<file path="config.mk">
export PLATFORM = sky130hd
export DESIGN_NAME = trading_status_monitor
export DESIGN_NICKNAME = d
export VERILOG_FILES = /design/src/rtl/trading_status_monitor.sv
export SDC_FILE = /design/constraint.sdc
export NUM_CORES = 1
export LEC_CHECK = 0
export CAP_MARGIN = 0
export CORE_AREA = 2 2 210 212
export CTS_BUF_LIST = sky130_fd_sc_hd__clkbuf_4
export DETAILED_ROUTE_END_ITERATION = 7
export DIE_AREA = 0 0 212 214
export GPL_ROUTABILITY_DRIVEN = 1
export PLACE_DENSITY = 0.76
export SLEW_MARGIN = 10
export SYNTH_ARGS = -nofsm -noshare
export SYNTH_HDL_FRONTEND = slang
export SYNTH_SLANG_ARGS = --single-unit
</file>
<file path="constraint.sdc">
create_clock -name clk_sys -period 4.6 [get_ports clk_sys]
set_clock_uncertainty 0.2 [all_clocks]
set_input_delay 0.92 -clock clk_sys [delete_from_list [all_inputs] [get_ports clk_sys]]
set_output_delay 0.92 -clock clk_sys [all_outputs]
set_load 0.01 [all_outputs]
</file>
<file path="src/rtl/trading_status_monitor.sv">
// trading_status_monitor: status and telemetry block for the trading system top level.
//
// Counts per-channel events with saturating counters, stretches event strobes into LED
// activity pulses, tracks a position-nonzero flag and the peak |position|, generates a
// heartbeat, and offers an atomic snapshot (optionally clearing live state) with indexed
// readout of the captured shadow registers.
//
// Ports:
//   clk_sys          system clock, rising edge
//   rstn             synchronous active-low reset
//   event_in         per-channel one-cycle event strobes
//   position_in      signed position, sampled every cycle
//   snap_req         snapshot request strobe
//   snap_clear       with snap_req: clear live counters and peak when snapshotting
//   snap_ack         one-cycle pulse once the snapshot is captured
//   rd_en, rd_idx    read strobe and index (NUM_CH selects the peak shadow)
//   rd_data          read data, held between reads
//   rd_valid         one-cycle pulse qualifying rd_data
//   activity_out     stretched per-channel activity
//   position_nonzero registered (position_in != 0)
//   heartbeat        square wave, period 2*HB_CYC
//   status_leds      {heartbeat, position_nonzero, 0.., activity_out}
module trading_status_monitor #(
  parameter int unsigned NUM_CH      = 4,
  parameter int unsigned CNT_W       = 32,
  parameter int unsigned POS_W       = 32,
  parameter int unsigned STRETCH_CYC = 1000000,
  parameter int unsigned HB_CYC      = 50000000
) (
  input  logic                             clk_sys,
  input  logic                             rstn,
  input  logic [NUM_CH-1:0]                event_in,
  input  logic [POS_W-1:0]                 position_in,
  input  logic                             snap_req,
  input  logic                             snap_clear,
  output logic                             snap_ack,
  input  logic                             rd_en,
  input  logic [$clog2(NUM_CH+1)-1:0]      rd_idx,
  output logic [CNT_W-1:0]                 rd_data,
  output logic                             rd_valid,
  output logic [NUM_CH-1:0]                activity_out,
  output logic                             position_nonzero,
  output logic                             heartbeat,
  output logic [7:0]                       status_leds
);

  localparam int unsigned IdxW = $clog2(NUM_CH + 1);
  localparam int unsigned StW  = $clog2(STRETCH_CYC + 1);
  localparam int unsigned HbW  = (HB_CYC > 1) ? $clog2(HB_CYC) : 1;

  typedef enum logic [0:0] {StIdle, StAck} state_e;

  state_e             state_q, state_d;
  logic [CNT_W-1:0]   live_q   [NUM_CH];
  logic [CNT_W-1:0]   live_d   [NUM_CH];
  logic [CNT_W-1:0]   shadow_q [NUM_CH];
  logic [CNT_W-1:0]   shadow_d [NUM_CH];
  logic [CNT_W-1:0]   live_inc [NUM_CH];
  logic [StW-1:0]     st_q     [NUM_CH];
  logic [StW-1:0]     st_d     [NUM_CH];
  logic [POS_W-1:0]   peak_q, peak_d, shadow_peak_q, shadow_peak_d;
  logic [POS_W-1:0]   mag, peak_max;
  logic [CNT_W-1:0]   rd_data_q, rd_data_d;
  logic               rd_valid_q, rd_valid_d;
  logic [NUM_CH-1:0]  act_q, act_d;
  logic               pnz_q, pnz_d;
  logic [HbW-1:0]     hb_cnt_q, hb_cnt_d;
  logic               hb_q, hb_d;
  logic               snap_take;

  always_comb begin
    // Two's-complement negate; the most negative value maps to 2^(POS_W-1) unsigned.
    mag       = position_in[POS_W-1] ? (~position_in + POS_W'(1)) : position_in;
    peak_max  = (mag > peak_q) ? mag : peak_q;
    snap_take = (state_q == StIdle) && snap_req;

    for (int i = 0; i < NUM_CH; i++) begin
      live_inc[i] = (event_in[i] && (live_q[i] != '1)) ? live_q[i] + CNT_W'(1) : live_q[i];
    end

    state_d       = snap_take ? StAck : StIdle;
    live_d        = live_inc;
    peak_d        = peak_max;
    shadow_d      = shadow_q;
    shadow_peak_d = shadow_peak_q;
    if (snap_take) begin
      shadow_d      = live_inc;
      shadow_peak_d = peak_max;
      if (snap_clear) begin
        for (int i = 0; i < NUM_CH; i++) live_d[i] = '0;
        peak_d = '0;
      end
    end

    // Reads see the shadow as it was at the start of the cycle.
    rd_valid_d = rd_en;
    rd_data_d  = rd_data_q;
    if (rd_en) begin
      rd_data_d = '0;
      for (int i = 0; i < NUM_CH; i++) begin
        if (rd_idx == IdxW'(i)) rd_data_d = shadow_q[i];
      end
      if (rd_idx == IdxW'(NUM_CH)) rd_data_d = CNT_W'(shadow_peak_q);
    end

    for (int i = 0; i < NUM_CH; i++) begin
      if (event_in[i])         st_d[i] = StW'(STRETCH_CYC);
      else if (st_q[i] != '0)  st_d[i] = st_q[i] - StW'(1);
      else                     st_d[i] = '0;
      act_d[i] = (st_d[i] != '0);
    end

    pnz_d = |position_in;

    if (hb_cnt_q == HbW'(HB_CYC - 1)) begin
      hb_cnt_d = '0;
      hb_d     = ~hb_q;
    end else begin
      hb_cnt_d = hb_cnt_q + HbW'(1);
      hb_d     = hb_q;
    end
  end

  always_ff @(posedge clk_sys) begin
    if (!rstn) begin
      state_q       <= StIdle;
      peak_q        <= '0;
      shadow_peak_q <= '0;
      rd_data_q     <= '0;
      rd_valid_q    <= 1'b0;
      act_q         <= '0;
      pnz_q         <= 1'b0;
      hb_cnt_q      <= '0;
      hb_q          <= 1'b0;
      for (int i = 0; i < NUM_CH; i++) begin
        live_q[i]   <= '0;
        shadow_q[i] <= '0;
        st_q[i]     <= '0;
      end
    end else begin
      state_q       <= state_d;
      peak_q        <= peak_d;
      shadow_peak_q <= shadow_peak_d;
      rd_data_q     <= rd_data_d;
      rd_valid_q    <= rd_valid_d;
      act_q         <= act_d;
      pnz_q         <= pnz_d;
      hb_cnt_q      <= hb_cnt_d;
      hb_q          <= hb_d;
      for (int i = 0; i < NUM_CH; i++) begin
        live_q[i]   <= live_d[i];
        shadow_q[i] <= shadow_d[i];
        st_q[i]     <= st_d[i];
      end
    end
  end

  assign snap_ack         = (state_q == StAck);
  assign rd_data          = rd_data_q;
  assign rd_valid         = rd_valid_q;
  assign activity_out     = act_q;
  assign position_nonzero = pnz_q;
  assign heartbeat        = hb_q;

  always_comb begin
    status_leds             = '0;
    status_leds[NUM_CH-1:0] = act_q;
    status_leds[6]          = pnz_q;
    status_leds[7]          = hb_q;
  end

endmodule

</file>
==> impl_metrics.yaml, run 1 <==
run:
  max_cap_viol_count: 0
clock_network:
  post_cts_buffers: 0
  root_buffer: "clkbuf_4"
  cts_buffers: 115
  clk_latency_ps: 860
  max-clock-path-buffers: 3
  cts.sinks: 466
  cts_htree_levels: 3
  cts_tree: "built"
  clk_pin_slew_ps: 70
place:
  gp_congestion: 0.987
  placement.io_buffers: 89
  dp_hpwl_um: 40500
  dpl_worst_slack_ps: -760
routing:
  routedWlPerCell_um: 17.3
  dr_wl_met2_um: 26400
  wl_um: 57900
  viasPerCell: 5.64
  vias: 18900
  wl_met1_um: 25100
  ant_nets: 0
  drt_iter0_markers: 1676
  drt_pass1_iterations: 7
  drcViolationCount: 0
  highest_layer: "met5"
  wl_met3_um: 4160
critical_path:
  crit_required_ps: 5120
  rr_startpoint: "st_q[3][0]$_SDFF_PN0_"
  startpoint: "position_in[18]"
  path_class: "primary input to register"
  reg2reg_to: "activity_out[3]$_SDFF_PN0_"
  arrival_ps: 4940
  critical_path.max_fanout: 21
  reg2reg_depth: 9
  end_kind: "register"
  cp-start-kind: "primary input"
  reg2reg_setup_slack_ps: 1330
floorplanning:
  io_pins: 92
  rows: 76
  die_area_sq_um: 45400
  die_w_um: 212
  fp.dieH_um: 214
  core-area_sq_um: 42900
  initial_core_util: 0.496
pwr:
  seqPwrFrac: 0.470
  p_int_mw: 6.74
  p_sw_mw: 2.77
  switching_share: 0.292
  total_power_mw: 9.51
  vdd_ir_drop_max_uv: 194
  p_per_area_nw_per_um2: 385
  clkPwrFrac: 0.373
  pwr-share-comb: 0.156
  leakagePower_nw: 9.19
synthesis:
  synth_top_area_cell: "dfxtp_1"
  synth_top_area_share: 0.439
  synthArstFlopShare: 0
  yosys-top-cells-area: "dfxtp_1 44%, nor2_1 7.5%, xnor2_1 5.2%"
  synth_flop_cell: "dfxtp_1"
  avgSynthCellArea_sq_um: 8.48
  synth_area_sq_um: 21300
  synth_edf_count: 0
  ys_ff_latch: 466
  yosysSeqAreaShare: 0.439
  synth.distinct_cells: 69
  synth_cells: 2507
  yosys_warnings: 0
min_path:
  hp-class: "register to register"
  hold_depth: 1
  min_to: "hb_cnt_q[0]$_SDFF_PP0_"
  min_from: "hb_cnt_q[0]$_SDFF_PP0_"
layout:
  drive_gt1_frac: 0.114
  area_delta_synth_final_pct: 16.1
  finalNetCount: 2755
  fin_util: 0.576
sta:
  slew_headroom: 0.207
  fmax_mhz: 227
  fin_crit_sh: 0.960
  finalHoldViolCount: 0
  slew_violations: 0
  setup_viol: 0
  worst_slack_ps: 185
  worst_pin_slew_ps: 1190
  tns_ps: 0
  min_period_ps: 4410
global_routing:
  grt_util_all_layers: 0.254
  grt_pass1_wl_um: 93200
  antenna_found_initial: 3
  grt_start_max_net_pins: 156
  grt_pass1_vias: 18400
  grt_overflow: 0
outcome:
  status: "finished, final reports clean"
worst max-delay path by stage:
stage / to / cells after the start
global route: shadow_peak_q[15]$_SDFFE_PN0P_ / 14
global placement: shadow_peak_q[8]$_SDFFE_PN0P_ / 15
detailed placement: shadow_peak_q[14]$_SDFFE_PN0P_ / 14
floorplan: shadow_peak_q[31]$_SDFFE_PN0P_ / 13
CTS: shadow_peak_q[1]$_SDFFE_PN0P_ / 14
finish: shadow_peak_q[14]$_SDFFE_PN0P_ / 14
cell usage in the layout, fill, tap and decap left out, types with 37 or more instances in the layout:
cell type,instances
a21oi_1,184
and3_1,37
buf_4,89
clkbuf_4,166
clkdlybuf4s50_1,86
dfxtp_1,466
ha_1,46
inv_1,69
mux2i_1,56
nand2_1,142
nand3_1,75
nand4_1,62
nor2_1,424
nor3_1,42
nor4_1,37
o21ai_0,190
xnor2_1,127
xor2_1,110
synth_stat cells, types with 6 or more instances:
cell / number
nand2_1: 143
nor3b_1: 7
nand4_1: 62
mux2i_1: 56
a211oi_1: 29
nor3_1: 42
xor2_1: 110
and2_1: 19
buf_1: 6
inv_1: 69
nor2_1: 425
and4_1: 13
or4_1: 15
nor4b_1: 6
buf_2: 7
o221ai_1: 19
buf_4: 8
clkbuf_1: 122
mux4_2: 13
xnor2_1: 127
a21oi_1: 184
nor4_1: 38
ha_1: 46
o31ai_1: 23
and3_1: 37
a31oi_1: 11
nand3_1: 77
or3_1: 13
nor2b_1: 22
dfxtp_1: 466
o21ai_0: 190
nand2b_1: 10
o21a_1: 8
a22oi_1: 21
metal layers:
metal / track usage / up-vias
li1: - / 9149
met1: 0.332 / 8953
met2: 0.403 / 646
met3: 0.0518 / 131
met4: 0.116 / 2
met5: 0 / -
what timing repair did:
| action | CTS | global route |
|---|---|---|
| setup endpoints to repair | 0 | 64 |
| resized for setup | 0 | 9 |
| hold buffers | 0 | 0 |
flip-flops by register name (all words and copies together) (netlist names):
register and cells:
shadow_q 128, heartbeat 1, live_q 128, st_q 80, rd_valid 1, rd_data 32
position_nonzero 1, hb_cnt_q 26, activity_out 4, snap_ack 1, shadow_peak_q 32, peak_q 32
through the flow:
stage	cell area, sq um	hold slack (ps)	cells
final	24700	246	3347
after global routing	24700	273	3347
after CTS	24600	251	3346
after detailed placement	23100	236	3133
after global placement	23100	230	3133
after floorplan	21300	218	2508
cell type report:
cell class | instances | area [sq um]
inverters | 70 | 263
clock buffers | 166 | 1250
flip-flops and latches | 466 | 9330
well taps | 585 | 732
multi-input cells | 1829 | 11200
clock inverters | 47 | 270
repair buffers | 183 | 1660
fillers | 3778 | 18200
diodes | 1 | 2.50
power groups by stage:
stage / sequential [mW] / clock [mW] / combinational (mW)
2_1_floorplan: 4.47 / 0 / 1.04
3_3_place_gp: 4.54 / 0 / 1.41
3_5_place_dp: 4.55 / 0 / 1.46
4_1_cts: 4.46 / 3.62 / 1.47
5_1_grt: 4.49 / 3.84 / 1.64
6_report: 4.47 / 3.55 / 1.49
cells by family after synthesis:
kind of cell | count (synthesis) | synth area share
AND/OR/NAND/NOR | 952 | 0.213
multiplexers | 70 | 0.0407
flip-flops | 466 | 0.439
buffers and inverters | 213 | 0.0394
adder cells (fa/ha/maj) | 46 | 0.0271
other | 1 | 0.000176
AO/OA/AOI/OAI | 522 | 0.143
XOR/XNOR | 237 | 0.0977
worst max-delay path, cell delays in order:
cell and delay, ps:
clkdlybuf4s50_1 430, or4_1 580, nor4_4 370, or3b_4 470, o41ai_4 300, xnor2_1 130
ha_1 300, nand4_1 160, nor4bb_2 330, nand2_1 130, o2bb2ai_4 180, buf_12 210
mux2i_1 260, o21ai_0 120
Note: power is estimated with default switching activity, not from simulation.
==> run 2, diff against run 1 <==
--- a/config.mk
+++ b/config.mk
@@ -11,6 +11,7 @@
 export DETAILED_ROUTE_END_ITERATION = 7
 export DIE_AREA = 0 0 212 214
 export GPL_ROUTABILITY_DRIVEN = 1
+export HOLD_SLACK_MARGIN = 0.12
 export PLACE_DENSITY = 0.76
 export SLEW_MARGIN = 10
 export SYNTH_ARGS = -nofsm -noshare
==> results of run 2 <==
Final layout, timing and power as in run 1 (identical DEF).
